## src/rtl/seg_scan_if.sv

```systemverilog
// Bus between a display-value producer and the seven-segment scan controller.
// The producer side loads BCD values and sets blanking; the controller side
// returns the digit drive, the decoder nibble and status.
interface seg_scan_if #(
  parameter int NDIG = 4
);
  logic                load;
  logic [4*NDIG-1:0]   din;
  logic                lz_en;
  logic [3:0]          s_out;
  logic [NDIG-1:0]     an;
  logic                blank;
  logic                pending;
  logic                frame_tick;
  logic                err;

  modport master (
    output load, din, lz_en,
    input  s_out, an, blank, pending, frame_tick, err
  );

  modport slave (
    input  load, din, lz_en,
    output s_out, an, blank, pending, frame_tick, err
  );
endinterface

```

## src/rtl/seg_scan_ctrl.sv

```systemverilog
// Time-multiplexed scan controller for an NDIG-digit seven-segment display
// sharing one BCD decoder. The shown value is double-buffered (staging ->
// active at frame end) so a frame never mixes two values. Each digit slot
// begins with DEAD dark cycles to suppress ghosting. Digits holding a
// non-BCD nibble are dark with err raised; leading zeros can be blanked.
//
// state   | meaning
// --------+--------------------------------------------------------------
// cnt     | cycle within the current digit slot, 0..PRESC-1
// idx     | digit slot being scanned, 0..NDIG-1
// active  | value being displayed this frame
// staging | most recently loaded value, waiting for the frame boundary
// pending | staging holds a value not yet moved into active
module seg_scan_ctrl #(
  parameter int NDIG  = 4,
  parameter int PRESC = 1000,
  parameter int DEAD  = 2
) (
  input  logic     clk,
  input  logic     rst_n,
  seg_scan_if.slave bus
);

  localparam int CW = (PRESC > 1) ? $clog2(PRESC) : 1;
  localparam int IW = (NDIG > 1) ? $clog2(NDIG) : 1;
  localparam logic [CW-1:0] CNT_LAST = CW'(PRESC - 1);
  localparam logic [IW-1:0] IDX_LAST = IW'(NDIG - 1);
  localparam logic [CW-1:0] DEAD_C   = CW'(DEAD);

  logic [CW-1:0]       cnt, cnt_nxt;
  logic [IW-1:0]       idx, idx_nxt;
  logic [4*NDIG-1:0]   active, active_nxt;
  logic [4*NDIG-1:0]   staging, staging_nxt;
  logic                pending, pending_nxt;

  logic                cnt_last;
  logic                frame_end;
  logic [3:0]          cur_nib;
  logic                nib_err;
  logic                zero_run;
  logic                lz_hit;
  logic                lit;
  logic [NDIG-1:0]     an_d;

  // Slot/frame position decoded from registered counters only.
  assign cnt_last  = (cnt == CNT_LAST);
  assign frame_end = cnt_last && (idx == IDX_LAST);

  // State register: scan counters and the two value buffers.
  always_ff @(posedge clk or negedge rst_n) begin
    if (!rst_n) begin
      cnt     <= '0;
      idx     <= '0;
      active  <= '0;
      staging <= '0;
      pending <= 1'b0;
    end else begin
      cnt     <= cnt_nxt;
      idx     <= idx_nxt;
      active  <= active_nxt;
      staging <= staging_nxt;
      pending <= pending_nxt;
    end
  end

  // Next state: advance the scan, accept loads, commit staging at frame end.
  // A load on the committing edge lands in staging after the old staging has
  // moved to active, so pending stays set for the following frame.
  always_comb begin
    cnt_nxt     = cnt_last ? '0 : cnt + CW'(1);
    idx_nxt     = idx;
    active_nxt  = active;
    staging_nxt = staging;
    pending_nxt = pending;
    if (cnt_last) begin
      idx_nxt = (idx == IDX_LAST) ? '0 : idx + IW'(1);
    end
    if (frame_end && pending) begin
      active_nxt  = staging;
      pending_nxt = 1'b0;
    end
    if (bus.load) begin
      staging_nxt = bus.din;
      pending_nxt = 1'b1;
    end
  end

  // Output decode: select the slot's nibble, evaluate blanking and drive
  // the digit enables. Everything is forced idle while reset is asserted so
  // the display goes dark the moment rst_n falls.
  always_comb begin
    cur_nib  = '0;
    zero_run = 1'b1;
    lz_hit   = 1'b0;
    an_d     = '0;
    for (int k = 0; k < NDIG; k++) begin
      if (idx == IW'(k)) cur_nib = active[4*k +: 4];
    end
    // Walk from the most significant digit down; zero_run stays high only
    // while every nibble seen so far is exactly zero.
    for (int k = NDIG - 1; k >= 1; k--) begin
      zero_run = zero_run && (active[4*k +: 4] == 4'd0);
      if (idx == IW'(k)) lz_hit = zero_run;
    end
    nib_err = (cur_nib > 4'd9);
    lit     = (cnt >= DEAD_C) && !nib_err && !(bus.lz_en && lz_hit);
    for (int k = 0; k < NDIG; k++) begin
      an_d[k] = rst_n && lit && (idx == IW'(k));
    end
    bus.an         = an_d;
    bus.blank      = ~|an_d;
    bus.err        = rst_n && nib_err;
    bus.s_out      = (rst_n && !nib_err) ? cur_nib : 4'd0;
    bus.frame_tick = rst_n && frame_end;
    bus.pending    = rst_n && pending;
  end

endmodule

```

## src/flat_wrapper.sv

```systemverilog
// flat-port wrapper written by rule: the top's interface ports become plain ports
module seg_scan_ctrl_flat 
#(
  parameter int NDIG  = 4,
  parameter int PRESC = 1000,
  parameter int DEAD  = 2
)
  (clk, rst_n, bus_load, bus_din, bus_lz_en, bus_s_out, bus_an, bus_blank, bus_pending, bus_frame_tick, bus_err);
  seg_scan_if #(.NDIG(NDIG)) bus_i ();
  input  logic clk;
  input  logic rst_n;
  input wire logic [$bits(bus_i.load)-1:0] bus_load;
  input wire logic [$bits(bus_i.din)-1:0] bus_din;
  input wire logic [$bits(bus_i.lz_en)-1:0] bus_lz_en;
  output wire logic [$bits(bus_i.s_out)-1:0] bus_s_out;
  output wire logic [$bits(bus_i.an)-1:0] bus_an;
  output wire logic [$bits(bus_i.blank)-1:0] bus_blank;
  output wire logic [$bits(bus_i.pending)-1:0] bus_pending;
  output wire logic [$bits(bus_i.frame_tick)-1:0] bus_frame_tick;
  output wire logic [$bits(bus_i.err)-1:0] bus_err;
  assign bus_i.load = bus_load;
  assign bus_i.din = bus_din;
  assign bus_i.lz_en = bus_lz_en;
  assign bus_s_out = bus_i.s_out;
  assign bus_an = bus_i.an;
  assign bus_blank = bus_i.blank;
  assign bus_pending = bus_i.pending;
  assign bus_frame_tick = bus_i.frame_tick;
  assign bus_err = bus_i.err;
  seg_scan_ctrl #(.NDIG(NDIG), .PRESC(PRESC), .DEAD(DEAD)) u_core (.clk(clk), .rst_n(rst_n), .bus(bus_i));
endmodule
```

## config.mk

```make
export PLATFORM = sky130hd
export DESIGN_NAME = seg_scan_ctrl_flat
export DESIGN_NICKNAME = d
export VERILOG_FILES = /design/src/rtl/seg_scan_if.sv /design/src/rtl/seg_scan_ctrl.sv /design/src/flat_wrapper.sv
export SDC_FILE = /design/constraint.sdc
export NUM_CORES = 1
export LEC_CHECK = 0
export BUFFER_PORTS_ARGS = -buffer_cell sky130_fd_sc_hd__buf_4
export CAP_MARGIN = 10
export CELL_PAD_IN_SITES_DETAIL_PLACEMENT = 1
export CELL_PAD_IN_SITES_GLOBAL_PLACEMENT = 2
export CORE_ASPECT_RATIO = 1.5
export CORE_MARGIN = 2
export CORE_UTILIZATION = 39
export CTS_BUF_LIST = sky130_fd_sc_hd__clkbuf_8
export DETAILED_ROUTE_END_ITERATION = 12
export PLACE_DENSITY_LB_ADDON = 0.1
export SKIP_LAST_GASP = 1
export SLEW_MARGIN = 10
export SYNTH_ARGS = -nofsm -noshare
export SYNTH_HDL_FRONTEND = slang
export SYNTH_SLANG_ARGS = --single-unit
```

## constraint.sdc

```tcl
create_clock -name clk -period 2.3 [get_ports clk]
set_input_delay 0.23 -clock clk [delete_from_list [all_inputs] [get_ports clk]]
set_output_delay 0.23 -clock clk [all_outputs]
set_load 0.005 [all_outputs]
```

== Yosys cells after proc, flatten, opt, wreduce, memory -nomap -nowiden ==
Index checks and enable logic that the tools add are counted.
Widths: inputs -> output; s select.
Word-level totals
  output and inout bits: 12
  register bits after elaboration: 45
  word-level logic and storage cells: 50
  input bits: 20
Cells by class
  multiplexer cells: 12
  reductions and logical operators: 25
  add/sub/neg operators: 2
  order comparisons: 2
  eq/ne operators: 4
Operator list (number)
  $mux 4: 5
  $logic_and 1x1->1: 16
  $logic_not 4->1: 3
  $add 10x1->10 const B: 1
  $eq 10x10->1 const B: 1
  $ge 10x2->1 const B: 1
  $mux 10: 1
  $mux 1: 5
  $eq 2x2->1 const B: 2
  $gt 4x4->1 const B: 1
  $reduce_or 4->1: 1
  $logic_not 1->1: 3
  $add 2x1->2 const B: 1
  $eq 2x1->1 const B: 1
  $logic_not 2->1: 1
  $mux 2: 1
  $reduce_bool 2->1: 1

== Logic depth before layout (Yosys ltp) ==
  word-level depth: 13
  gate-level depth with buffers: 7
  mapped depth without buffers: 6

== Least setup slack after synthesis ==
OpenSTA, ideal clock, no wires.
  kind: register to output
  from: register u_core.idx[0]
  to: output bus_blank
  setup slack: 347 ps
  arrival time: 1723 ps
  buffers on the path: 1
  stages on the path, launching flop included: 8
  path through: dfrtp_1 -> inv_1 -> ha_1 -> buf_2 -> a211oi_1 -> a211oi_1 -> o22a_1 -> or3_1
On the way
  word-level cells in the longest chain between the ends: 13
Ends and longest elaborated chain
  start, declared: line seg_scan_ctrl.sv:31  | logic [IW-1:0] idx, idx_nxt;
  start signal, assigned: line seg_scan_ctrl.sv:59  | idx <= idx_nxt;
  $logic_not 2->1: line seg_scan_ctrl.sv:97, seg_scan_ctrl.sv:108
  $mux 4 (4 in series): line seg_scan_ctrl.sv:97  | if (idx == IW'(k)) cur_nib = active[4*k +: 4];
  $gt 4x4->1: line seg_scan_ctrl.sv:105  | nib_err = (cur_nib > 4'd9);
  $logic_not 1->1: line seg_scan_ctrl.sv:106  | lit = (cnt >= DEAD_C) && !nib_err && !(bus.lz_en && lz_hit);
  $logic_and 1x1->1 (2 in series): line seg_scan_ctrl.sv:106
  $logic_and 1x1->1 (2 in series): line seg_scan_ctrl.sv:108  | an_d[k] = rst_n && lit && (idx == IW'(k));
  $reduce_or 4->1 (*): line seg_scan_ctrl.sv:111  | bus.blank = ~|an_d;
  $logic_not 1->1 (*): line seg_scan_ctrl.sv:111
  end, declared: line flat_wrapper.sv:17  | output wire logic [$bits(bus_i.blank)-1:0] bus_blank;
Every way passes the cells marked *; elsewhere a longest branch is shown, timed or not.

== Final worst setup path ==
Ends and elaborated chain as after synthesis.

==> impl_metrics.py <==
metrics = {
    "yosys": {
        "syn_nets": 222,
        "ys_seq_area_share_pct": 50.6,
        "ys_ff_latch": 45,
        "synthCells": 196,
        "synth_top_family_by_area": "simple AND/OR/NAND/NOR gates",
        "synthAdderAreaFrac_pct": 3.38,
        "synth-simple-area-share_pct": 16.5,
        "synth_compound_area_share_pct": 6.70,
        "yosysWarningCount": 0,
        "synthMuxAreaShare_pct": 16.2,
        "syn-mean-instance-area_um2": 11.3,
        "yosys.area_share.xor_xnor_pct": 2.36,
        "syn_area_um2": 2220,
        "ys_types": 37,
    },
    "placement": {
        "port_buffers": 31,
        "dp.cells": 290,
        "place_congestion": 0.834,
        "post-dp-hpwl_mm": 3.77,
        "dp_slack_ns": -0.0289,
    },
    "layout": {
        "fin_util_pct": 51.4,
        "antenna_cells": 0,
        "fill_cells": 588,
        "layout.cells.non_filler": 305,
        "multi_input_area_um2": 1130,
        "seq_area_um2": 1130,
        "fin_nets": 261,
        "drive_gt1_share_pct": 40.9,
        "area_delta_synth_final_pct": 27.0,
    },
    "route": {
        "wl_per_cell_um": 17.8,
        "final_antenna_net_count": 0,
        "drt-initial-drc-count": 51,
        "vias": 1642,
        "drc": 0,
        "via_per_inst": 5.38,
        "first_pass_iters": 4,
        "finalWirelength_mm": 5.42,
    },
    "power": {
        "p_leak_nw": 1.33,
        "powerDensity_nw_per_um2": 534,
        "total_power_mw": 1.51,
        "ir_worst_vdd_v": 0.000415,
    },
    "worst_setup_path": {
        "critPathKind": "reg2out",
        "critPathLaunchType": "register",
        "crit_required_ns": 2.07,
        "r2r-start": "u_core.cnt[1]$_DFF_PN0_",
        "reg2regPathDepth": 6,
        "cp_max_fo": 10,
        "cp-end-kind": "output pin",
        "worstReg2RegEnd": "u_core.active[0]$_DFFE_PN0P_",
        "arrival_ns": 2.15,
        "reg2reg_setup_slack_ns": 0.36,
    },
    "timing": {
        "fmax_mhz": 420,
        "worst_slew_pin_slew_ns": 0.446,
        "skew_ns": 0.00270,
        "timing.slew.headroom_pct": 70.0,
        "final.period_utilization_pct": 104,
        "hold_ws_ns": 0.163,
        "setup_violations": 7,
        "setup_ws_ns": -0.0807,
        "hold_viol": 0,
        "period_needed_ns": 2.38,
        "rsz0062_at_grt": "true",
        "slew_viol_final": 0,
    },
    "global_routing": {
        "antenna_found_initial": 0,
        "grt_pass1_wl_mm": 8.94,
        "overflow": 0,
        "grtUsageTotal_pct": 18.8,
        "grt_pass1_vias": 1806,
        "grt_max_degree": 37,
    },
    "worst_hold_path": {
        "min_to": "u_core.staging[11]$_DFFE_PN0P_",
        "hp-class": "in2reg",
        "whs_path_depth": 2,
        "min_from": "bus_din[11]",
    },
    "job": {
        "max_cap_violations": 0,
    },
    "floorplanning": {
        "fp.dieW_um": 65.7,
        "core_area_um2": 5490,
        "initial_core_util_pct": 40.5,
        "rows": 33,
        "dieArea_um2": 6330,
        "ioPinCount": 32,
        "die_h_um": 96.5,
    },
    "status": {
        "status": "complete, but fails checks",
        "violations": "setup timing",
    },
    "clock_tree": {
        "htreeDepth": 2,
        "clockBufferDepth": 2,
        "cts_sinks": 45,
        "cts_tree": "yes",
        "cts.clk_slew.worst_paths_ns": 0.08,
        "root_buffer": "clkbuf_8",
        "worstSkewPairLatency_ns": 0.29,
        "cts_buffers": 5,
    },
}
-- worst max-delay path, stage by stage, from the launching register on --
cell and delay (ns):
dfrtp_2 0.49, inv_2 0.13, ha_4 0.22, nor3b_4 0.23
a211oi_2 0.06, o22a_2 0.25, or3_1 0.34, buf_4 0.15
-- kinds of logic (layout without fill, tap and decap cells) --
kind of cell | count (synthesis) | in the layout
AO/OA/AOI/OAI | 22 | 22
buffers and inverters | 19 | 58
adder cells (fa/ha/maj) | 6 | 6
AND/OR/NAND/NOR | 66 | 66
multiplexers | 32 | 32
XOR/XNOR | 6 | 6
flip-flops | 45 | 45
-- sequential cells by signal (all words and copies together) (netlist names) --
| signal | flops |
|---|---|
| u_core.active | 16 |
| u_core.cnt | 10 |
| u_core.idx | 2 |
| u_core.pending | 1 |
| u_core.staging | 16 |
-- through the flow --
step	area, um2	TNS (ns)
floorplan	2220	0
global placement	2510	0
detailed placement	2510	-0.0289
CTS	2810	-0.179
global route	2820	-1.15
finish	2820	-0.344
-- cell usage in the layout (no fill, tap or decap), types with 3 or more instances in the layout --
cell type / n
xnor2_1: 3
nor3_1: 5
xor2_1: 3
clkbuf_8: 5
dfrtp_1: 43
nand2_1: 8
ha_4: 3
nor2_1: 13
nand3b_1: 3
a211oi_2: 4
inv_1: 5
nor4_1: 5
a21oi_1: 4
nand3_1: 11
buf_4: 42
mux2_1: 10
o21ai_0: 5
and3_1: 5
mux2_2: 22
-- cell usage after synthesis --
master | instances | share of area [%]
buf_4 | 1 | 0.34
o2111ai_1 | 1 | 0.39
buf_1 | 1 | 0.17
nor4_4 | 1 | 0.96
o21bai_1 | 1 | 0.34
inv_1 | 7 | 1.2
buf_2 | 5 | 1.1
and3_1 | 5 | 1.4
a21o_1 | 2 | 0.68
o31a_1 | 1 | 0.39
a221oi_1 | 1 | 0.39
buf_8 | 1 | 0.68
a22oi_1 | 1 | 0.34
nor3b_1 | 4 | 1.4
nor2b_1 | 2 | 0.56
dfrtp_1 | 45 | 51
clkbuf_1 | 4 | 0.68
a211oi_1 | 4 | 1.4
mux2_1 | 10 | 5.1
and2_1 | 2 | 0.56
mux2_2 | 22 | 11
o21ai_0 | 5 | 1.1
o22a_1 | 1 | 0.39
a41oi_1 | 1 | 0.39
nor4_1 | 5 | 1.4
ha_1 | 6 | 3.4
xnor2_1 | 3 | 1.2
xor2_1 | 3 | 1.2
nand4_2 | 1 | 0.56
and3b_1 | 1 | 0.39
a21oi_1 | 4 | 0.90
nand2_1 | 8 | 1.4
or3_1 | 1 | 0.28
nor2_1 | 13 | 2.2
nand3_1 | 11 | 2.5
nor3_1 | 9 | 2.0
nand3b_1 | 3 | 1.0
-- worst max path at each step --
stage	startpoint	end
floorplan	u_core.idx[0]$_DFFE_PN0N_	bus_blank
global route	u_core.idx[0]$_DFFE_PN0N_	bus_blank
finish	u_core.idx[0]$_DFFE_PN0N_	bus_blank
CTS	u_core.idx[1]$_DFFE_PN0N_	bus_blank
global placement	u_core.idx[0]$_DFFE_PN0N_	bus_blank
detailed placement	u_core.idx[0]$_DFFE_PN0N_	bus_blank
-- what timing repair did --
item                                   4_1_cts  5_1_grt
hold buffers                                 1        0
pin swaps                                    7        1
buffers inserted                             5        2
endpoints found under the hold margin        9        0
gates resized for setup                     27        1
setup endpoints to repair                   10       10
-- layer usage --
layer / wire length (um) / vias up / GRT usage, %
met2: 3100 / 24 / 35.9
li1: - / 768 / -
met5: 0 / - / 0
met4: 118 / 0 / 7.12
met3: 146 / 10 / 3.13
met1: 2050 / 840 / 20.2
-- power breakdown --
group | total (mW) | switching [mW] | internal, mW | leakage, nW
combinational | 0.0935 | 0.0397 | 0.0538 | 0.704
sequential | 0.833 | 0.0143 | 0.818 | 0.569
clock | 0.580 | 0.264 | 0.316 | 0.0540
-- cell type report --
type	instances	area share, %
timing repair buffer	44	12.2
sequential	45	40.0
clock buffer	5	2.44
tap	70	3.10
inverter	7	0.930
multi-input combinational	132	40.1
clock inverter	2	1.24
Note: power is estimated with default switching activity, not from simulation.
